### config.mk
export PLATFORM = sky130hd
export DESIGN_NAME = tmboc_code_nco_gen
export DESIGN_NICKNAME = d
export VERILOG_FILES = /design/src/rtl/tmboc_code_nco_gen.sv
export SDC_FILE = /design/constraint.sdc
export NUM_CORES = 1
export LEC_CHECK = 0
export ABC_AREA = 0
export CORE_MARGIN = 2
export CORE_UTILIZATION = 35
export CTS_CLUSTER_SIZE = 25
export DETAILED_ROUTE_END_ITERATION = 12
export HOLD_SLACK_MARGIN = 0.08
export PLACE_DENSITY_LB_ADDON = 0.12
export SYNTH_ARGS = -nofsm -noshare
export SYNTH_HDL_FRONTEND = slang
export SYNTH_SLANG_ARGS = --single-unit
### constraint.sdc
create_clock -name rx_clk -period 8.9 [get_ports rx_clk]
set_clock_uncertainty 0.05 [all_clocks]
set_input_delay 1.78 -clock rx_clk [delete_from_list [all_inputs] [get_ports rx_clk]]
set_output_delay 1.78 -clock rx_clk [all_outputs]
set_load 0.05 [all_outputs]
### src/rtl/tmboc_code_nco_gen.sv
// Local-code generator for B1C: code NCO, chip/TMBOC-block counters and PRN
// memory read port, with a two-stage output pipeline and BPSK/BOC/TMBOC modulation.
module tmboc_code_nco_gen #(
    parameter int ACC_WIDTH      = 32,
    parameter int CHIP_IDX_WIDTH = 14,
    parameter int CODE_LEN       = 10230,
    parameter int EPOCH_WIDTH    = 8
) (
    input  logic                      rx_clk,
    input  logic                      rx_rst,
    input  logic                      rx_en,
    input  logic [ACC_WIDTH-1:0]      rx_code_fcw,
    input  logic [1:0]                rx_mod_mode,
    input  logic                      rx_load,
    input  logic [CHIP_IDX_WIDTH-1:0] rx_load_chip,
    input  logic [ACC_WIDTH-1:0]      rx_load_frac,
    input  logic [5:0]                rx_load_blk,
    output logic [CHIP_IDX_WIDTH-1:0] tx_rom_addr,
    input  logic                      rx_rom_data,
    output logic                      tx_prn,
    output logic                      tx_sig,
    output logic                      tx_vld,
    output logic [CHIP_IDX_WIDTH-1:0] tx_chip_idx,
    output logic                      tx_epoch,
    output logic [EPOCH_WIDTH-1:0]    tx_epoch_cnt,
    output logic                      tx_load_err
);

    localparam logic [CHIP_IDX_WIDTH:0]   CODE_LEN_W = (CHIP_IDX_WIDTH+1)'(CODE_LEN);
    localparam logic [CHIP_IDX_WIDTH-1:0] LAST_CHIP  = CHIP_IDX_WIDTH'(CODE_LEN - 1);
    localparam int                        NUM_S_SLOTS = 4;
    // Block positions that carry the BOC(6,1) component in TMBOC
    localparam logic [NUM_S_SLOTS*6-1:0]  S_SLOTS = {6'd29, 6'd6, 6'd4, 6'd0};

    logic [ACC_WIDTH-1:0]      acc_reg, acc_next;
    logic [CHIP_IDX_WIDTH-1:0] chip_idx_reg, chip_idx_next;
    logic [5:0]                blk_reg, blk_next;
    logic [EPOCH_WIDTH-1:0]    epoch_cnt_reg, epoch_cnt_next;
    logic                      epoch_reg, epoch_next;
    logic                      load_err_reg;

    logic [ACC_WIDTH:0]        acc_sum;
    logic                      load_ok;
    logic                      load_bad;

    logic                      boc1_sub;
    logic                      boc6_sub;
    logic [NUM_S_SLOTS-1:0]    s_slot_hit;
    logic                      sub;

    logic                      sub1_reg;
    logic [CHIP_IDX_WIDTH-1:0] chip1_reg;
    logic                      epoch1_reg;
    logic [EPOCH_WIDTH-1:0]    cnt1_reg;
    logic                      vld1_reg;

    logic                      prn2_reg;
    logic                      sig2_reg;
    logic [CHIP_IDX_WIDTH-1:0] chip2_reg;
    logic                      epoch2_reg;
    logic [EPOCH_WIDTH-1:0]    cnt2_reg;
    logic                      vld2_reg;

    assign acc_sum  = {1'b0, acc_reg} + {1'b0, rx_code_fcw};
    assign load_ok  = rx_load && ({1'b0, rx_load_chip} < CODE_LEN_W) && (rx_load_blk <= 6'd32);
    assign load_bad = rx_load && !load_ok;

    always_comb begin
        acc_next       = acc_reg;
        chip_idx_next  = chip_idx_reg;
        blk_next       = blk_reg;
        epoch_cnt_next = epoch_cnt_reg;
        epoch_next     = 1'b0;
        if (load_ok) begin
            acc_next      = rx_load_frac;
            chip_idx_next = rx_load_chip;
            blk_next      = rx_load_blk;
        end else if (rx_en) begin
            acc_next = acc_sum[ACC_WIDTH-1:0];
            if (acc_sum[ACC_WIDTH]) begin
                blk_next = (blk_reg == 6'd32) ? 6'd0 : blk_reg + 6'd1;
                if (chip_idx_reg == LAST_CHIP) begin
                    chip_idx_next  = '0;
                    epoch_next     = 1'b1;
                    epoch_cnt_next = epoch_cnt_reg + 1'b1;
                end else begin
                    chip_idx_next = chip_idx_reg + 1'b1;
                end
            end
        end
    end

    always_ff @(posedge rx_clk) begin
        if (rx_rst) begin
            acc_reg       <= '0;
            chip_idx_reg  <= '0;
            blk_reg       <= '0;
            epoch_cnt_reg <= '0;
            epoch_reg     <= 1'b0;
            load_err_reg  <= 1'b0;
        end else begin
            acc_reg       <= acc_next;
            chip_idx_reg  <= chip_idx_next;
            blk_reg       <= blk_next;
            epoch_cnt_reg <= epoch_cnt_next;
            epoch_reg     <= epoch_next;
            load_err_reg  <= load_bad;
        end
    end

    // BOC(6,1): 12 half-periods per chip from the top 8 phase bits
    assign boc1_sub = acc_reg[ACC_WIDTH-1];
    assign boc6_sub = 1'(({4'b0, acc_reg[ACC_WIDTH-1 -: 8]} * 12'd12) >> 8);

    genvar gi;
    generate
        for (gi = 0; gi < NUM_S_SLOTS; gi++) begin : g_s_slot
            assign s_slot_hit[gi] = (blk_reg == S_SLOTS[gi*6 +: 6]);
        end
    endgenerate

    always_comb begin
        sub = 1'b0;
        case (rx_mod_mode)
            2'd1:    sub = boc1_sub;
            2'd2:    sub = boc6_sub;
            2'd3:    sub = (|s_slot_hit) ? boc6_sub : boc1_sub;
            default: sub = 1'b0;
        endcase
    end

    always_ff @(posedge rx_clk) begin
        if (rx_rst) begin
            sub1_reg   <= 1'b0;
            chip1_reg  <= '0;
            epoch1_reg <= 1'b0;
            cnt1_reg   <= '0;
            vld1_reg   <= 1'b0;
            prn2_reg   <= 1'b0;
            sig2_reg   <= 1'b0;
            chip2_reg  <= '0;
            epoch2_reg <= 1'b0;
            cnt2_reg   <= '0;
            vld2_reg   <= 1'b0;
        end else begin
            sub1_reg   <= sub;
            chip1_reg  <= chip_idx_reg;
            epoch1_reg <= epoch_reg;
            cnt1_reg   <= epoch_cnt_reg;
            vld1_reg   <= rx_en;
            // PRN memory answers the address presented one cycle earlier
            prn2_reg   <= rx_rom_data;
            sig2_reg   <= rx_rom_data ^ sub1_reg;
            chip2_reg  <= chip1_reg;
            epoch2_reg <= epoch1_reg;
            cnt2_reg   <= cnt1_reg;
            vld2_reg   <= vld1_reg;
        end
    end

    assign tx_rom_addr  = chip_idx_reg;
    assign tx_prn       = prn2_reg;
    assign tx_sig       = sig2_reg;
    assign tx_vld       = vld2_reg;
    assign tx_chip_idx  = chip2_reg;
    assign tx_epoch     = epoch2_reg;
    assign tx_epoch_cnt = cnt2_reg;
    assign tx_load_err  = load_err_reg;

endmodule

==> run_results.csv <==
group,metric,value,unit
setup_path,reg2reg_from,"acc_reg[0]",
timing,rsz0062_at_grt,"false",
cts,cts_tree,"done",
outcome,outcome,"completed",
setup_path,r2r_slack,5.66,ns
job,maxCapViolCount,0,
cts,clockBufferDepth,2,
worst_hold_path,worst_hold_path.endpoint,"tx_vld",
die,core_area,18090,um2
timing,slew_headroom,0.2966,
setup_path,crit_required,9.10,ns
detailed_routing,drc_errors,0,
yosys,ys_warn_count,0,
timing,tightest_slew,1.049,ns
placement,place_congestion,0.9036,
yosys,ys_ff_latch,113,
yosys,postSynthCellCount,753,
layout,fin_cells,1114,
global_routing,grt_pass1_wl,28820,um
global_routing,grt_max_degree,94,
timing,tns,0,ns
cts,cts_setup_buffers,0,
cts,cts_inserted_buffers,17,
detailed_routing,vias,5886,
layout,largest_reg_flops,32,
worst_hold_path,whs_path_depth,1,
cts,cts_sinks,113,
die,fp-row-count,49,
global_routing,grt.total_usage,0.1816,
layout,final_nets,1007,
setup_path,reg2reg_to,"tx_rom_addr[5]",
timing,whs,0.3825,ns
timing,drv_slew,0,
detailed_routing,viasPerCell,5.284,
yosys,avgSynthCellArea,8.645,um2
timing,worst_slack,4.179,ns
layout,n_antenna_cell,0,
yosys,synth_cell_types,67,
cts,insertion_delay,0.42,ns
detailed_routing,avgRoutedWirePerCell,16.08,um
power_and_ir_drop,power-per-cell-area,200.9,nW/um2
die,ios,132,
setup_path,crit_fanout,40,
yosys,synth.yosys.seq_area_share,0.3475,
cts,cts.reportedPaths.clkPinSlew,0.06,ns
cts,htree_levels,4,
detailed_routing,totalWireLength,17920,um
global_routing,grt_pass1_vias,5644,
placement,portBuffers,131,
setup_path,worstSetupPathType,"in2reg",
timing,setup_viol,0,
cts,cts_resized,0,
yosys,synthArstFlopShare,0,
layout,syn_to_final_growth,31.40,%
worst_hold_path,hp-start,"vld1_reg",
power_and_ir_drop,leakage,0.003405,uW
die,die_w,140.4,um
timing,max_clock_freq,211.8,MHz
setup_path,startpoint_type,"primary input",
yosys,synthFlopType,"dfxtp_1",
placement,dp_cells,1082,
setup_path,cp_data_arrival_time,4.92,ns
yosys,synth-edff-count,0,
timing,finalHoldViolations,0,
layout,final_core_utilization,0.4730,
layout,drive_gt1_frac,0.07910,
cts,hold_buffers,0,
power_and_ir_drop,vdd_drop_max,0.1174,mV
global_routing,grt_overflow_total,0,
yosys,synth_nets,888,
setup_path,reg2regPathDepth,11,
die,die_area,19710,um2
global_routing,antenna_found_initial,0,
die,die_h,140.4,um
die,start_util,0.3599,
cts,root_buffer,"clkbuf_16",
placement,dpl_worst_slack,3.720,ns
worst_hold_path,hold_path.class,"reg2reg",
timing,fin_crit,4.721,ns
detailed_routing,drt-initial-drc-count,345,
detailed_routing,antenna_left,0,
yosys,synth_area,6510,um2
timing,post-route-period-util,0.5304,
placement,dp_hpwl,12950,um
setup_path,cp-end-kind,"flop",
detailed_routing,first_pass_iters,5,
==> cell families after synthesis <==
| family | after synthesis | synth area share |
|---|---|---|
| adders and majority gates | 44 | 0.08572 |
| xor gates and xnor gates | 37 | 0.04978 |
| and+or+nand+nor | 291 | 0.2291 |
| buffers and inverters | 48 | 0.03287 |
| AOI/OAI and AO/OA | 196 | 0.2181 |
| muxes | 24 | 0.03690 |
| DFF | 113 | 0.3475 |
==> worst max-delay path: stages <==
cell and delay (ns):
clkdlybuf4s50_1 0.40, ha_1 0.22, fa_1 0.44, a211oi_2 0.31, o21ai_2 0.11, o311ai_2 0.37
a31oi_4 0.16, o211ai_2 0.18, buf_4 0.40, nor2_1 0.23, a21oi_1 0.21, a211oi_1 0.10
==> Yosys cell counts, drive strengths merged (13+ instances only) <==
library cell / count / area, um2
dfxtp: 113 / 2262
nor2: 99 / 371.6
a21oi: 51 / 270.3
nor2b: 50 / 312.8
nand2: 48 / 182.7
ha: 43 / 538.0
a211oi: 34 / 260.3
o21ai: 30 / 157.7
a21o: 26 / 196.4
xnor2: 26 / 227.7
clkbuf: 24 / 90.09
mux2i: 24 / 240.2
nor3: 20 / 105.1
nand3: 15 / 80.08
inv: 13 / 48.80
==> power by group <==
group          internal (uW)  switching (uW)  total (uW)
registers                543            31.0         574
clock network            399             287         686
logic                    208             251         459
total                   1150             569        1720
==> stage by stage <==
stage / instance area (um2) / power (uW)
after detailed placement: 7966 / 1041
final: 8554 / 1719
after floorplan: 6510 / 910.8
after global placement: 7966 / 1038
after global routing: 8554 / 1811
after CTS: 8554 / 1736
==> worst max-delay path by stage <==
stage                      end  cells after the start      startpoint
6_report        tx_rom_addr[5]                     12  rx_code_fcw[0]
5_1_grt         tx_rom_addr[5]                     12  rx_code_fcw[0]
4_1_cts         tx_rom_addr[5]                     12  rx_code_fcw[0]
3_5_place_dp    tx_rom_addr[5]                     12  rx_code_fcw[0]
3_3_place_gp    tx_rom_addr[5]                     12  rx_code_fcw[0]
2_1_floorplan  tx_rom_addr[10]                     11  rx_code_fcw[0]
==> cell usage in the layout (no fill, tap or decap), types with 3 or more instances in the layout <==
cell type and count:
nand4b_1 5, or2_2 4, a21o_1 25, a211oi_1 33
nor4_1 3, a31oi_1 7, nor4_2 4, xnor2_1 26
nand4_1 6, mux2i_1 24, clkbuf_16 17, or3_1 4
nand3b_1 5, buf_4 5, inv_1 13, o21ai_0 24
inv_8 5, ha_1 43, and3_1 8, a21oi_1 49
nor2b_1 50, nand2_1 47, nor2_1 99, a311oi_1 9
nand2b_1 5, o21ai_1 4, o21bai_1 4, o22ai_1 4
inv_6 7, dfxtp_1 113, nand3_1 14, xor2_1 11
clkdlybuf4s50_1 129, o211ai_1 7, nor3_1 19, nor3b_1 4
and2_1 4
==> area by class of cell <==
cell class | count | area [um2]
Inverter | 13 | 48.80
Fill cell | 1720 | 9532
Clock inverter | 15 | 162.7
Sequential cell | 113 | 2262
Tap cell | 229 | 286.5
Multi-Input combinational cell | 592 | 4035
Clock buffer | 17 | 425.4
Timing Repair Buffer | 135 | 1334
==> per-layer routing <==
layer  vias to the layer above  routed length (um)  track usage
li1                       2960                   -            -
met1                      2731                8471       0.2436
met2                       177                8305       0.2923
met3                        18                 889      0.03829
met4                         0                 252      0.05795
met5                         -                   0            0
Note: power is estimated with default switching activity, not from simulation.
